--- config.mk ---
export PLATFORM = sky130hd
export DESIGN_NAME = q8_8_addsub_arb
export DESIGN_NICKNAME = d
export VERILOG_FILES = /design/src/rtl/q8_8_addsub_arb.sv
export SDC_FILE = /design/constraint.sdc
export NUM_CORES = 1
export LEC_CHECK = 0
export CELL_PAD_IN_SITES_DETAIL_PLACEMENT = 1
export CELL_PAD_IN_SITES_GLOBAL_PLACEMENT = 1
export CORE_MARGIN = 3
export CORE_UTILIZATION = 30
export CTS_BUF_LIST = sky130_fd_sc_hd__clkbuf_2 sky130_fd_sc_hd__clkbuf_4 sky130_fd_sc_hd__clkbuf_8
export DETAILED_ROUTE_END_ITERATION = 8
export HOLD_SLACK_MARGIN = 0.05
export PLACE_DENSITY_LB_ADDON = 0.1
export SLEW_MARGIN = 20
export SYNTH_ARGS = -nofsm -noshare
export SYNTH_HDL_FRONTEND = slang
export SYNTH_SLANG_ARGS = --single-unit
--- constraint.sdc ---
create_clock -name clk -period 3.3 [get_ports clk]
set_clock_uncertainty 0.1 [all_clocks]
set_input_delay 0.33 -clock clk [delete_from_list [all_inputs] [get_ports clk]]
set_output_delay 0.33 -clock clk [all_outputs]
set_load 0.02 [all_outputs]
--- src/rtl/q8_8_addsub_arb.sv ---
// Shared Q8.8 add/sub datapath with round-robin arbitration over N_REQ requesters.
// One transaction in flight: IDLE grants and latches, EXEC computes, RESP holds until taken.
module q8_8_addsub_arb #(
  parameter int unsigned BUS_WIDTH = 16,
  parameter int unsigned N_REQ     = 4
) (
  input  logic                         clk,
  input  logic                         rst_n,
  input  logic [N_REQ-1:0]             req_valid,
  output logic [N_REQ-1:0]             req_ready,
  input  logic [N_REQ*BUS_WIDTH-1:0]   req_op1,
  input  logic [N_REQ*BUS_WIDTH-1:0]   req_op2,
  input  logic [N_REQ-1:0]             req_sub,
  output logic                         rsp_valid,
  input  logic                         rsp_ready,
  output logic [$clog2(N_REQ)-1:0]     rsp_id,
  output logic [BUS_WIDTH:0]           rsp_result,
  output logic                         rsp_ovf,
  output logic [15:0]                  txn_count
);

  localparam int unsigned IdW = $clog2(N_REQ);

  typedef enum logic [1:0] {StIdle, StExec, StResp} state_e;

  state_e               state_q, state_d;
  logic [IdW-1:0]       last_grant_q, grant_idx, cand, id_q;
  logic                 grant_found, accept;
  logic [BUS_WIDTH-1:0] op1_q, op2_q;
  logic                 sub_q;
  logic [BUS_WIDTH:0]   op1_ext, op2_ext, sum;

  logic                 rsp_valid_q, rsp_ovf_q;
  logic [IdW-1:0]       rsp_id_q;
  logic [BUS_WIDTH:0]   rsp_result_q;
  logic [15:0]          txn_count_q;

  // Search begins one past the last winner and wraps, so the first hit is the fair choice.
  always_comb begin
    grant_found = 1'b0;
    grant_idx   = '0;
    cand        = '0;
    for (int k = 1; k <= int'(N_REQ); k++) begin
      cand = IdW'((int'(last_grant_q) + k) % int'(N_REQ));
      if (!grant_found && req_valid[cand]) begin
        grant_found = 1'b1;
        grant_idx   = cand;
      end
    end
  end

  assign accept = (state_q == StIdle) && grant_found;

  always_comb begin
    req_ready = '0;
    if (accept && rst_n) begin
      req_ready[grant_idx] = 1'b1;
    end
  end

  always_comb begin
    state_d = state_q;
    case (state_q)
      StIdle:  if (grant_found) state_d = StExec;
      StExec:  state_d = StResp;
      StResp:  if (rsp_ready) state_d = StIdle;
      default: state_d = StIdle;
    endcase
  end

  assign op1_ext = {op1_q[BUS_WIDTH-1], op1_q};
  assign op2_ext = {op2_q[BUS_WIDTH-1], op2_q};
  assign sum     = sub_q ? (op1_ext - op2_ext) : (op1_ext + op2_ext);

  always_ff @(posedge clk or negedge rst_n) begin
    if (!rst_n) begin
      state_q      <= StIdle;
      last_grant_q <= IdW'(N_REQ - 1);
      op1_q        <= '0;
      op2_q        <= '0;
      sub_q        <= 1'b0;
      id_q         <= '0;
      rsp_valid_q  <= 1'b0;
      rsp_id_q     <= '0;
      rsp_result_q <= '0;
      rsp_ovf_q    <= 1'b0;
      txn_count_q  <= '0;
    end else begin
      state_q <= state_d;
      if (accept) begin
        last_grant_q <= grant_idx;
        op1_q        <= req_op1[grant_idx*BUS_WIDTH +: BUS_WIDTH];
        op2_q        <= req_op2[grant_idx*BUS_WIDTH +: BUS_WIDTH];
        sub_q        <= req_sub[grant_idx];
        id_q         <= grant_idx;
      end
      if (state_q == StExec) begin
        rsp_valid_q  <= 1'b1;
        rsp_id_q     <= id_q;
        rsp_result_q <= sum;
        rsp_ovf_q    <= sum[BUS_WIDTH] ^ sum[BUS_WIDTH-1];
      end else if (rsp_valid_q && rsp_ready) begin
        rsp_valid_q <= 1'b0;
        txn_count_q <= txn_count_q + 16'd1;
      end
    end
  end

  assign rsp_valid  = rsp_valid_q;
  assign rsp_id     = rsp_id_q;
  assign rsp_result = rsp_result_q;
  assign rsp_ovf    = rsp_ovf_q;
  assign txn_count  = txn_count_q;

endmodule
==> results.sh <==
export IMPL_outcome="completed"
export IMPL_grt_start_max_net_pins=68
export IMPL_timing_critical_path_fanout_max=4
export IMPL_pwr_share_comb=0.704
export IMPL_total_power_mw=8.26
export IMPL_number_of_global_route_vias_before_repair=5466
export IMPL_startpoint_type="flip-flop"
export IMPL_synth_most_common_cell="nand2_1"
export IMPL_cts_root_buffer_cell="clkbuf_8"
export IMPL_mux_contribution_to_synthesized_area=0.0110
export IMPL_drt_pre_antenna_iters=4
export IMPL_leakagePower_nw=3.18
export IMPL_gpl_final_weighted_congestion=0.831
export IMPL_syn_area_per_cell_um2=7.56
export IMPL_timing_worst_slew_pin_value_ps=586
export IMPL_tritoncts="built"
export IMPL_synth_edff_count=0
export IMPL_drt_first_iter_violations=184
export IMPL_worstHoldPathType="input port to asynchronous set/reset pin"
export IMPL_yosys_warnings=0
export IMPL_synth_top_cells_by_area="dfrtp_1, nand2_1, nor2_1"
export IMPL_postLayoutSetupSlackWorst_ps=125
export IMPL_endpoint_kind="flip-flop"
export IMPL_pwr_share_seq=0.212
export IMPL_min_period_ps=3180
export IMPL_preCtsSetupSlack_ps=-137
export IMPL_synthDistinctLibCells=49
export IMPL_multiInputGateArea_um2=3060
export IMPL_avgViaCountPerCell=4.77
export IMPL_clk_path_buf_depth=2
export IMPL_synth_seq_area_share=0.380
export IMPL_complex_gate_fraction_of_the_synthesized_area=0.162
export IMPL_port_buffers=179
export IMPL_cellPowerDensity_nw_per_um2=1110
export IMPL_effective_utilization_at_floorplan=0.311
export IMPL_drc=0
export IMPL_post_synth_fa_ha_maj_area_fraction=0.0489
export IMPL_final_fill_count=1945
export IMPL_synthesis_instances=663
export IMPL_clockPowerShare=0.085
export IMPL_total_track_usage=0.184
export IMPL_grt_first_pass_wirelength_mm=27.4
export IMPL_routed_wire_length_per_instance_um=15.5
export IMPL_critPathLaunch="op2_q[3]"
export IMPL_global_route_overflow_total=0
export IMPL_antenna_found_initial=0
export IMPL_rsz_0062_raised_after_global_routing="true"
export IMPL_core_um2=16100
export IMPL_synth_top_flop_cell="dfrtp_1"
export IMPL_synth_simple_gate_area_share=0.281
export IMPL_netlist_area_leader_share=0.369
export IMPL_clock_buffers_created_by_tritoncts=9
export IMPL_crit_required_ps=3490
export IMPL_totalWireLength_mm=16.5
export IMPL_regArea_um2=1900
export IMPL_synth_area_um2=5010
export IMPL_clk_transition_reported_paths_ps=90
export IMPL_clkLatencyLatePin_ps=360
export IMPL_setup_viol=0
export IMPL_vias=5078
export IMPL_clock_sinks=76
export IMPL_syn_to_final_growth_pct=49.0
export IMPL_synth_seq_cells=76
export IMPL_worst_ir_drop_vdd_v=0.000433
export IMPL_finalHoldViolCount=0
export IMPL_die_height_um=135
export IMPL_post_synthesis_share_of_cell_area_spent_on_xor_and_xnor_gates=0.0796
export IMPL_startpoint_to_endpoint_class_of_the_critical_path="flip-flop to flip-flop"
export IMPL_layout_worst_path_cycle_share=0.962
export IMPL_r2r_cells=14
export IMPL_die_area_um2=18300
export IMPL_placementRows=46
export IMPL_achievable_frequency_ghz=0.315
export IMPL_cts_htree_levels=3
export IMPL_slew_viol_final=0
export IMPL_hpwl_mm=13.3
export IMPL_io_pins=180
export IMPL_cp_data_arrival_time_ps=3370
export IMPL_slew_headroom=0.609
export IMPL_antenna_violating_nets_post_route=0
export IMPL_synth_common_cells="nand2_1, nor2_1, dfrtp_1"
export IMPL_ys_async_sr_fraction=1.00
export IMPL_power_internal_mw=4.31
export IMPL_maxCapViolations=0
export IMPL_nets=1001
export IMPL_dominant_combinational_cell_family_by_area_after_synthesis="simple AND/OR/NAND/NOR gates"
export IMPL_timing_rr_start="op2_q[3]"
export IMPL_die_x_um=135
export IMPL_netSwitchingPower_mw=3.95
export IMPL_antenna_cells_inserted=0
export IMPL_power_switching_share=0.478
export IMPL_synth_nets=821
export IMPL_synth_area_leader_cell="dfrtp_1"
export IMPL_drive_gt1_frac=0.0955
-- routing by layer --
metal	global-route usage	wire length [um]	vias to the layer above
met4	0.0398	172	0
met5	0	0	-
met3	0.0286	637	10
met1	0.245	7620	2382
met2	0.316	8050	103
li1	-	-	2583
-- critical path: stages, from the launching register on --
cell and delay [ps]:
dfrtp_1 390, or3_4 400, buf_6 130, and4bb_2 340, a21oi_2 80, xnor2_1 130, ha_1 350, buf_4 170
nand3_2 70, a21oi_1 70, o21a_1 190, nor2_2 110, o21ai_2 80, xnor3_1 350, o21ai_2 140
-- registers in the layout, summed over array words and instances (netlist names) --
register,cells
op1_q,16
rsp_valid,1
txn_count,16
rsp_id,2
state_q,2
rsp_ovf,1
rsp_result,17
sub_q,1
last_grant_q,2
op2_q,16
id_q,2
-- final timing paths --
| kind | to | slack, ps |
|---|---|---|
| setup / recovery | rsp_ovf | 120 |
| hold / removal | txn_count[8] | 340 |
| setup reg to reg | rsp_ovf | 120 |
| hold reg to reg | rsp_result[3] | 390 |
| max in group asynchronous | op2_q[9] | 1800 |
| min in group clk | rsp_result[3] | 390 |
-- layout make-up --
| class | count | share of cell area |
|---|---|---|
| sequential | 76 | 0.255 |
| clock inverter | 7 | 0.00871 |
| inverter | 10 | 0.00502 |
| timing repair buffer | 207 | 0.268 |
| multi-input combinational | 539 | 0.410 |
| tap | 216 | 0.0362 |
| clock buffer | 9 | 0.0166 |
-- timing repair --
action                                  in CTS  in global routing
endpoints found under the setup margin       1                  5
gates cloned                                 0                  0
hold buffers                                 1                  0
pin swaps                                    3                 13
buffers inserted                             1                  2
hold endpoints to repair                    30                  0
resized for setup                            5                 20
-- logic make-up after synthesis --
logic type,Yosys count
AO/OA/AOI/OAI,139
XOR/XNOR,44
adder cells (fa/ha/maj),19
buffers and inverters,48
flip-flops,76
multiplexers,5
AND/OR/NAND/NOR,332
-- layout by cell type, fill, tap and decap left out, drive strengths merged, types with 5 or more instances in the layout --
cell type	Yosys	layout
nand2b	5	5
clkbuf	31	9
xor2	10	10
ha	18	18
o211ai	5	5
xnor2	33	33
buf	7	28
nand3	42	42
o21ai	87	87
clkdlybuf4s50	0	178
nor2	122	122
and3	8	8
nor2b	7	7
a21o	7	7
nand2	129	129
inv	10	15
dfrtp	74	74
nor3	5	5
a21oi	21	21
-- stage by stage --
stage | utilization | hold WS, ps | cells | instance area (um^2) | TNS, ps
floorplan | - | -65.6 | 663 | 5010 | 0
global placement | 0.443 | 209 | 1044 | 7130 | -3.12
detailed placement | 0.443 | 212 | 1044 | 7130 | -137
CTS | 0.456 | 345 | 1062 | 7350 | 0
global route | 0.464 | 354 | 1064 | 7470 | -58.0
finish | 0.464 | 344 | 1064 | 7470 | 0
-- power groups by stage --
stage | registers, mW | clock network (mW) | logic [mW]
3_3_place_gp | 1.75 | 0 | 5.28
5_1_grt | 1.82 | 0.765 | 6.52
2_1_floorplan | 1.84 | 0 | 3.53
6_report | 1.75 | 0.698 | 5.82
3_5_place_dp | 1.77 | 0 | 5.46
4_1_cts | 1.75 | 0.723 | 5.50
Power figures use the tool's default switching activity.
